[config.mk]
export PLATFORM = sky130hd
export DESIGN_NAME = alu_result_fifo_flat
export DESIGN_NICKNAME = d
export VERILOG_FILES = /design/src/rtl/alu_pkg.sv /design/src/rtl/alu_result_fifo_if.sv /design/src/rtl/alu_result_fifo_ctrl.sv /design/src/rtl/alu_result_fifo.sv /design/src/flat_wrapper.sv
export SDC_FILE = /design/constraint.sdc
export NUM_CORES = 1
export LEC_CHECK = 0
export ABC_AREA = 1
export BUFFER_PORTS_ARGS = -buffer_cell sky130_fd_sc_hd__buf_2
export CAP_MARGIN = 40
export CORE_UTILIZATION = 45
export CTS_BUF_LIST = sky130_fd_sc_hd__clkbuf_8
export CTS_CLUSTER_DIAMETER = 40
export DETAILED_ROUTE_END_ITERATION = 8
export PLACE_DENSITY = 0.75
export RECOVER_POWER = 50
export SYNTH_ARGS = -nofsm -noshare
export SYNTH_HDL_FRONTEND = slang
export SYNTH_HIERARCHICAL = 1
export SYNTH_SLANG_ARGS = --single-unit
[constraint.sdc]
create_clock -name clk -period 2.05 [get_ports clk]
set_clock_uncertainty 0.2 [all_clocks]
set_input_delay 0.41 -clock clk [delete_from_list [all_inputs] [get_ports clk]]
set_output_delay 0.41 -clock clk [all_outputs]
set_load 0.02 [all_outputs]
[src/rtl/alu_pkg.sv]
// ---------------------------------------------------------------------------
// alu_pkg
// Types and widths shared by the constant-operand ALU and the result FIFO
// that sits downstream of it.
//   DATA_W       : width of one ALU result
//   alu_result_t : one ALU result word together with its zero-status flag
// ---------------------------------------------------------------------------
package alu_pkg;

  localparam int DATA_W = 8;

  typedef struct packed {
    logic              status;
    logic [DATA_W-1:0] data;
  } alu_result_t;

endpackage

[src/rtl/alu_result_fifo_if.sv]
// ---------------------------------------------------------------------------
// alu_result_fifo_if
// Bundles both valid/ready handshakes of the ALU result FIFO:
//   in_valid / in_data / in_status / in_ready     : ALU side (producer)
//   out_valid / out_data / out_status / out_ready : consumer side
// Modports:
//   master : the environment, which drives words in and accepts words out
//   slave  : the FIFO itself
// ---------------------------------------------------------------------------
interface alu_result_fifo_if;
  import alu_pkg::*;

  logic              in_valid;
  logic [DATA_W-1:0] in_data;
  logic              in_status;
  logic              in_ready;

  logic              out_valid;
  logic [DATA_W-1:0] out_data;
  logic              out_status;
  logic              out_ready;

  modport master (
    output in_valid, in_data, in_status, out_ready,
    input  in_ready, out_valid, out_data, out_status
  );

  modport slave (
    input  in_valid, in_data, in_status, out_ready,
    output in_ready, out_valid, out_data, out_status
  );

endinterface

[src/rtl/alu_result_fifo_ctrl.sv]
// ---------------------------------------------------------------------------
// fifo_ctrl
// Pointer and occupancy bookkeeping for the ALU result FIFO.
// Ports:
//   clk, reset_n     : clock, asynchronous active-low reset
//   clear            : synchronous return to the empty state
//   pushReq, popReq  : raw in_valid / out_ready requests
//   wrPtr, rdPtr     : storage addresses, wrap modulo DEPTH
//   level            : occupancy 0..DEPTH
//   inReady          : FIFO not full
//   outValid         : FIFO not empty
//   push, pop        : qualified handshakes performed this cycle
// Full and empty come from level, never from pointer comparison, so the
// pointers can simply wrap at their natural width.
// ---------------------------------------------------------------------------
module fifo_ctrl #(
  parameter int DEPTH = 4,
  parameter int PTR_W = $clog2(DEPTH),
  parameter int LVL_W = PTR_W + 1
) (
  input  logic             clk,
  input  logic             reset_n,
  input  logic             clear,
  input  logic             pushReq,
  input  logic             popReq,
  output logic [PTR_W-1:0] wrPtr,
  output logic [PTR_W-1:0] rdPtr,
  output logic [LVL_W-1:0] level,
  output logic             inReady,
  output logic             outValid,
  output logic             push,
  output logic             pop
);

  // inReady deliberately ignores popReq: a full FIFO refuses a push even
  // when the head is leaving in the same cycle.
  assign inReady  = (level != LVL_W'(DEPTH));
  assign outValid = (level != '0);
  assign push     = pushReq && inReady;
  assign pop      = popReq && outValid;

  // Pointer and level registers; clear wins over any same-cycle handshake.
  always_ff @(posedge clk or negedge reset_n) begin
    if (!reset_n) begin
      wrPtr <= '0;
      rdPtr <= '0;
      level <= '0;
    end else if (clear) begin
      wrPtr <= '0;
      rdPtr <= '0;
      level <= '0;
    end else begin
      if (push) wrPtr <= wrPtr + 1'b1;
      if (pop)  rdPtr <= rdPtr + 1'b1;
      case ({push, pop})
        2'b10:   level <= level + 1'b1;
        2'b01:   level <= level - 1'b1;
        default: level <= level;
      endcase
    end
  end

endmodule

[src/rtl/alu_result_fifo.sv]
// ---------------------------------------------------------------------------
// alu_result_fifo
// First-word-fall-through buffer for ALU results, with running statistics.
// Ports:
//   clk, reset_n   : clock, asynchronous active-low reset
//   clear          : synchronous clear of contents and statistics
//   bus            : in_* / out_* handshakes (slave side)
//   level          : current occupancy 0..DEPTH
//   zero_count     : accepted words flagged zero, saturating
//   peak_value     : largest accepted result (unsigned)
//   overflow_seen  : sticky, a word was offered while full
// ---------------------------------------------------------------------------
module alu_result_fifo
  import alu_pkg::*;
#(
  parameter int DEPTH = 4,
  parameter int CNT_W = 8
) (
  input  logic                     clk,
  input  logic                     reset_n,
  input  logic                     clear,
  alu_result_fifo_if.slave         bus,
  output logic [$clog2(DEPTH):0]   level,
  output logic [CNT_W-1:0]         zero_count,
  output logic [DATA_W-1:0]        peak_value,
  output logic                     overflow_seen
);

  localparam int PTR_W = $clog2(DEPTH);

  logic [PTR_W-1:0] wrPtr;
  logic [PTR_W-1:0] rdPtr;
  logic             inReady;
  logic             outValid;
  logic             push;
  logic             pop;
  alu_result_t      storage [DEPTH];
  alu_result_t      head;

  fifo_ctrl #(
    .DEPTH (DEPTH),
    .PTR_W (PTR_W),
    .LVL_W (PTR_W + 1)
  ) ctrl (
    .clk      (clk),
    .reset_n  (reset_n),
    .clear    (clear),
    .pushReq  (bus.in_valid),
    .popReq   (bus.out_ready),
    .wrPtr    (wrPtr),
    .rdPtr    (rdPtr),
    .level    (level),
    .inReady  (inReady),
    .outValid (outValid),
    .push     (push),
    .pop      (pop)
  );

  // Storage needs no reset; an empty FIFO masks its contents below.
  always_ff @(posedge clk) begin
    if (push && !clear) storage[wrPtr] <= '{status: bus.in_status, data: bus.in_data};
  end

  // The head comes only from storage, so there is no in_* to out_* path,
  // and it reads as zero whenever the FIFO is empty.
  assign head           = outValid ? storage[rdPtr] : '0;
  assign bus.out_valid  = outValid;
  assign bus.out_data   = head.data;
  assign bus.out_status = head.status;
  assign bus.in_ready   = inReady;

  // Statistics track only accepted pushes, except overflow_seen which
  // records any offer made while full.
  always_ff @(posedge clk or negedge reset_n) begin
    if (!reset_n) begin
      zero_count    <= '0;
      peak_value    <= '0;
      overflow_seen <= 1'b0;
    end else if (clear) begin
      zero_count    <= '0;
      peak_value    <= '0;
      overflow_seen <= 1'b0;
    end else begin
      if (push && bus.in_status && (zero_count != '1)) zero_count <= zero_count + 1'b1;
      if (push && (bus.in_data > peak_value))          peak_value <= bus.in_data;
      if (bus.in_valid && !inReady)                    overflow_seen <= 1'b1;
    end
  end

  // pop is produced by the controller for its own pointer update only.
  logic unusedPop;
  assign unusedPop = pop;

endmodule

[src/flat_wrapper.sv]
// flat-port wrapper written by rule: the top's interface ports become plain ports
module alu_result_fifo_flat import alu_pkg::*;
#(
  parameter int DEPTH = 4,
  parameter int CNT_W = 8
)
  (clk, reset_n, clear, level, zero_count, peak_value, overflow_seen, bus_in_valid, bus_in_data, bus_in_status, bus_out_ready, bus_in_ready, bus_out_valid, bus_out_data, bus_out_status);
  alu_result_fifo_if bus_i ();
  input  logic clk;
  input  logic reset_n;
  input  logic clear;
  output logic [$clog2(DEPTH):0] level;
  output logic [CNT_W-1:0] zero_count;
  output logic [DATA_W-1:0] peak_value;
  output logic overflow_seen;
  input wire logic [$bits(bus_i.in_valid)-1:0] bus_in_valid;
  input wire logic [$bits(bus_i.in_data)-1:0] bus_in_data;
  input wire logic [$bits(bus_i.in_status)-1:0] bus_in_status;
  input wire logic [$bits(bus_i.out_ready)-1:0] bus_out_ready;
  output wire logic [$bits(bus_i.in_ready)-1:0] bus_in_ready;
  output wire logic [$bits(bus_i.out_valid)-1:0] bus_out_valid;
  output wire logic [$bits(bus_i.out_data)-1:0] bus_out_data;
  output wire logic [$bits(bus_i.out_status)-1:0] bus_out_status;
  assign bus_i.in_valid = bus_in_valid;
  assign bus_i.in_data = bus_in_data;
  assign bus_i.in_status = bus_in_status;
  assign bus_i.out_ready = bus_out_ready;
  assign bus_in_ready = bus_i.in_ready;
  assign bus_out_valid = bus_i.out_valid;
  assign bus_out_data = bus_i.out_data;
  assign bus_out_status = bus_i.out_status;
  alu_result_fifo #(.DEPTH(DEPTH), .CNT_W(CNT_W)) u_core (.clk(clk), .reset_n(reset_n), .clear(clear), .bus(bus_i), .level(level), .zero_count(zero_count), .peak_value(peak_value), .overflow_seen(overflow_seen));
endmodule
## After elaboration in Yosys (flattened, before gate mapping)

Memory sizes are Yosys's and may differ from the RTL's.
Cells that the tools add are included.

| storage, ports and cells | value |
|---|---|
| register bits | 24 |
| RAM bits | 36 |
| input bits | 14 |
| logic and storage cells | 48 |
| memories | 1 |

| cells by class | value |
|---|---|
| add/subtract/negate cells | 5 |
| order comparisons | 1 |
| eq/ne operators | 4 |
| multiplexer cells | 15 |
| reduce and logical (&&, ||, !) cells | 16 |

Memory list:

| memory | words | bits a word | rd ports | clocked after Yosys merged registers in | write ports | RTL line | text |
|---|---|---|---|---|---|---|---|
| u_core.storage | 4 | 9 | 1 | 0 | 1 | alu_result_fifo.sv:37 | `alu_result_t storage [DEPTH];` |

Operators by type and width:

| kind | number |
|---|---|
| 2-to-1 mux 8 bit | 4 |
| nonzero test 2 bit | 5 |
| 2-to-1 mux 9 bit | 1 |
| adder 8 x 1 -> 8 bit (second input constant) | 1 |
| greater-than comparator 8 bit | 1 |
| 2-to-1 mux 2 bit | 4 |
| != test 8 bit (second input constant) | 1 |
| logical AND 1 bit | 7 |
| one-hot mux 3 bit (2 select lines) | 1 |
| nonzero test 3 bit | 2 |
| adder 2 x 1 -> 2 bit (second input constant) | 2 |
| 2-to-1 mux 1 bit | 4 |
| adder 3 x 1 -> 3 bit (second input constant) | 1 |
| 2-to-1 mux 3 bit | 1 |
| != test 3 bit (second input constant) | 1 |
| subtractor 3 x 1 -> 3 bit (second input constant) | 1 |
| equality test 2 x 1 -> 1 bit (second input constant) | 1 |
| equality test 2 bit (second input constant) | 1 |
| logical NOT 1 bit | 2 |

## Logic depth before layout (Yosys ltp)

| logic depth | value |
|---|---|
| depth in word-level cells | 6 |
| depth in mapped cells | 13 |

## Hierarchy

The synthesis kept the hierarchy.

By module, submodules not included:

| module | times used | cells an instance | area each (sq um) | sequential area each (sq um) |
|---|---|---|---|---|
| alu_result_fifo | 1 | 255 | 2501.1 | 1506.4 |
| fifo_ctrl | 1 | 54 | 456.7 | 175.2 |

## Worst setup path after synthesis

Ideal clock, no wire load.

| path | value |
|---|---|
| path kind | reg2reg |
| start | register u_core.ctrl.level[2] |
| end | memory u_core/storage[0][0] (netlist name), enable pin |
| arrival | 1.652 ns |
| data required time | 1.463 ns |
| path slack | -0.188 ns |
| cell stages (with the launch flop) | 5 |
| clock period less this slack | 2.238 ns |
| cells stage by stage | dfrtp_1 -> buf_4 -> a21oi_4 -> nand2_1 -> nor3_1 |

| on the way | value |
|---|---|
| word-level cells in the longest chain between the ends | 5 |

RTL lines:

| item | RTL line | text |
|---|---|---|
| from (decl) | alu_result_fifo_ctrl.sv:28 | `output logic [LVL_W-1:0] level,` |
| from (signal assigned) | alu_result_fifo_ctrl.sv:56 | `2'b10: level <= level + 1'b1;` |
| from (signal assigned) | alu_result_fifo_ctrl.sv:57 | `2'b01: level <= level - 1'b1;` |
| from (signal assigned) | alu_result_fifo_ctrl.sv:58 | `default: level <= level;` |
| != test 3 bit | alu_result_fifo_ctrl.sv:37 | `assign inReady = (level != LVL_W'(DEPTH));` |
| logical AND 1 bit | alu_result_fifo_ctrl.sv:39 | `assign push = pushReq && inReady;` |
| via u_core.push | alu_result_fifo.sv:35 | `logic push;` |
| logical AND 1 bit | alu_result_fifo.sv:61 | `if (push && !clear) storage[wrPtr] <= '{status: bus.in_status, data: bus.in_data};` |
| 2-to-1 mux 1 bit | alu_result_fifo.sv:61 |  |
| 2-to-1 mux 1 bit (not written as such) | alu_result_fifo.sv:61 |  |
| to (decl) | alu_result_fifo.sv:37 |  |

The timed path passes the listed nets, and every way through them passes these cells.

## Final worst setup path

| path | value |
|---|---|
| start | register u_core.ctrl.rdPtr[0] |
| end | output bus_out_data[1] |

| on the way | value |
|---|---|
| word-level cells in the longest chain between the ends | 2 |

RTL lines:

| item | RTL line | text |
|---|---|---|
| from (decl) | alu_result_fifo_ctrl.sv:27 | `output logic [PTR_W-1:0] rdPtr,` |
| from (signal assigned) | alu_result_fifo_ctrl.sv:54 | `if (pop) rdPtr <= rdPtr + 1'b1;` |
| memory read (4 x 9 bit) | -- |  |
| 2-to-1 mux 9 bit | alu_result_fifo.sv:66 | `assign head = outValid ? storage[rdPtr] : '0;` |
| to (decl) | flat_wrapper.sv:22 | `output wire logic [$bits(bus_i.out_data)-1:0] bus_out_data;` |

No other way between the ends.

==> run summary <==
TritonCTS clock tree -> built
Iter 0 DRT Violations -> 164
Family with the most delay on the worst path -> flip-flops
Routed wirelength normalized by instance count -> 14.29 microns
Global-route layer with the greatest usage -> met2
Share of synthesized area occupied by flip-flops and latches -> 56.85%
H-Tree Depth -> 3
Proportion of total power due to net switching -> 37.11%
Violated checks -> negative setup slack
Fraction of final layout cells with drive strength greater than 1 -> 24.29%
Count of mapped cells out of synthesis -> 309
Maximum clock insertion buffer count -> 2
Number of optimization iterations in the first detailed-route pass -> 4
Non-Filler Cell Area, Final -> 3647 sq um
Antenna violations before repair -> 0
Area share of the largest cell type after synthesis -> 36.55%
Critical path arrival -> 1.50 ns
Post-synth top flop -> edfxtp_1
Global-route usage over all layers -> 20.59%
Highest clock frequency the design can meet -> 474.5 MHz
Synth Register Bits -> 60
DRC violations left -> 0
Final setup violating endpoints -> 9
Remaining antenna violation count -> 0
Post-Synthesis Net Count -> 333
Crit path capture type -> output pin
Leakage power -> 1.641 nW
Global-route wire length before repair -> 11170 microns
Root Buffer -> clkbuf_8
Type of the worst setup path -> reg -> out
Relative area change from synthesis to final layout -> 23.31%
P per Cell Area -> 1120 nW/um^2
Top post-synthesis cells by area -> edfxtp_1 37%, dfrtp_1 20%, nand2_1 6.3%
Minimum clock period -> 2.107 ns
Global Route met2 Usage -> 34.72%
Synth Cell Area -> 2958 sq um
Area of the placeable core -> 6350 sq um
Post-route worst setup slack -> -0.05734 ns
Critical path's slowest cell -> dfrtp_2
Clock-pin slew reported for the worst setup and hold paths after clock tree synthesis -> 0.06 ns
Largest voltage drop on the vdd net -> 0.6506 mV
Share of power burned in registers -> 36.1%
Die Span Y -> 83.08 microns
Sum of internal, switching and leakage power -> 4.084 mW
Outcome -> finished, violations left
Final weighted congestion in routability-driven placement -> 0.8056
Actual slew at the worst max-slew pin -> 0.6250 ns
Dominant cell type by count on the critical path -> nor2_1
Global-route track usage on met1 -> 25.61%
Maximum fanout count along the critical path -> 11
Final Routed Wirelength -> 6631 microns
Vias in the first global route -> 2406
Kind of path behind the tightest hold check -> in -> reg
Starting utilization of the core area -> 46.58%
Worst Path Buf+Inv -> 2
Port buffer count -> 44
Number of buffers added by the clock tree synthesis step -> 9
Antenna cell count -> 0
Switching power -> 1.515 mW
Yosys synthesis warning count -> 6
Synth cell types -> 32
Worst Path Required -> 1.44 ns
Sink Count -> 60
Final-report max-slew violation count -> 0
Hold Vio Cnt, Final -> 0
# IOs -> 45
Die Area -> 6901 sq um
Vias after detailed routing -> 2417
Biggest area consumer among synthesized cells -> edfxtp_1
Placed wire-length estimate -> 4540 microns
Width of the die -> 83.08 microns
Unrepaired setup endpoints after global routing -> true
Asr flop ratio synth -> 40.00%
Largest net degree at the start of global routing -> 25
Max_cap viols -> 0
Critical path, cell by cell -> buf_8 -> nor2_1 -> nor2_1 -> o21ai_0 -> a21oi_1 -> buf_4
Category of the worst setup path launch point -> flop
Largest stage delay on the critical path -> 0.43 ns
Number of enable-type register cells in the synthesized netlist -> 36
Final cell utilization of the core -> 57.44%
Internal power contribution -> 2.568 mW
Via count normalized by instance count -> 5.209
Row Count -> 29
Per-instance average area after synthesis -> 9.572 sq um
Total placed instance area -> 3383 sq um
Total congestion overflow -> 0
Relative slew slack -> 58.33%
Post-layout nets -> 406
Share of the clock period used by the worst path -> 102.8%
Clock Latency Late Sink -> 0.34 ns
Global-route met3 utilization -> 4.473%
Logic gate share of total power -> 38.9%
Clk network pwr share -> 25.0%
path summary, 6_finish.rpt:
kind | cells after the start | to | startpoint | slack (ns)
max | 6 | bus_out_data[1] | u_core/ctrl/rdPtr[0] | -0.06
min | 2 | u_core/overflow_seen | clear | 0.15
max reg2reg | 12 | u_core/ctrl/level[2] | u_core/ctrl/level[1] | -0.02
min reg2reg | 2 | u_core/overflow_seen | u_core/overflow_seen | 0.32
max in group asynchronous | 2 | u_core/ctrl/rdPtr[0] | reset_n | 0.78
min in group asynchronous | 2 | u_core/zero_count[1] | reset_n | 0.42
per-stage QoR:
step | hold WS (ns) | std cells | setup slack [ns] | setup TNS (ns)
after floorplan | -0.08559 | 309 | -0.1739 | -6.258
after global placement | 0.2271 | 441 | 0.09619 | 0
after detailed placement | 0.2358 | 441 | 0.02656 | 0
after CTS | 0.1201 | 463 | -0.06755 | -0.4166
after global routing | 0.1459 | 464 | -0.1556 | -1.888
final | 0.1479 | 464 | -0.05734 | -0.2059
layout make-up:
class | instances | area [sq um]
clock inverter | 7 | 66.31
clock buffer | 9 | 123.9
fill | 566 | 2703
tap | 77 | 96.34
timing repair buffer | 69 | 420.4
inverter | 37 | 150.1
sequential | 60 | 1687
multi-input combinational | 205 | 1104
routing by layer:
metal,vias up,routed length [microns]
met1,1152,2855
met2,76,3290
met4,0,97
met3,7,387
li1,1182,-
met5,-,0
power groups by stage:
stage / Combinational, mW / Clock [mW] / Sequential, mW
3_5_place_dp: 1.39 / 0 / 1.50
2_1_floorplan: 0.882 / 0 / 1.56
5_1_grt: 1.72 / 1.10 / 1.48
4_1_cts: 1.60 / 1.05 / 1.47
6_report: 1.59 / 1.02 / 1.47
3_3_place_gp: 1.37 / 0 / 1.50
kinds of logic (layout without fill, tap and decap cells):
family	count (synthesis)	count (layout)	share of synthesized area (%)
xor+xnor	5	5	1.480
simple gates	147	147	22.80
flops	60	60	56.85
buf+inv	44	122	6.303
fa+ha+maj	10	10	4.484
compound gates	43	43	8.080
cell usage after synthesis, drive strengths merged (3+ instances only):
cell type and instances:
clkinv 4, nor2 48, nor3 7, o21ai 23, xor2 4, nand3 19
nand2 60, a21oi 18, nand4 13, clkbuf 3, dfrtp 24, inv 33
ha 9, edfxtp 36, buf 4
flip-flops by register name, indices dropped and copies added, names as in the netlist:
name and cells:
u_core/ctrl/level 3, u_core/ctrl/rdPtr 2, u_core/ctrl/wrPtr 2, u_core/overflow_seen 1
u_core/peak_value 8, u_core/storage 36, u_core/zero_count 8
cell usage in the layout (no fill, tap or decap), types with 6 or more instances in the layout:
cell type  count
ha_1           9
a21oi_1       17
nor2_1        42
clkbuf_1      19
nand2_2        7
clkbuf_8       9
o21ai_1        8
nor3_1         6
nand2_1       50
nand4_1       13
edfxtp_1      36
buf_4         25
o21ai_0       15
inv_1         29
nand3_1       18
dfrtp_1       20
buf_2         20
what timing repair did:
action	CTS	global route
gates resized for setup	16	15
endpoints found under the hold margin	24	0
pin swaps	3	7
hold buffers	1	0
setup endpoints to repair	10	10
cloned	1	0
buffers inserted	4	2
Power figures use the tool's default switching activity.
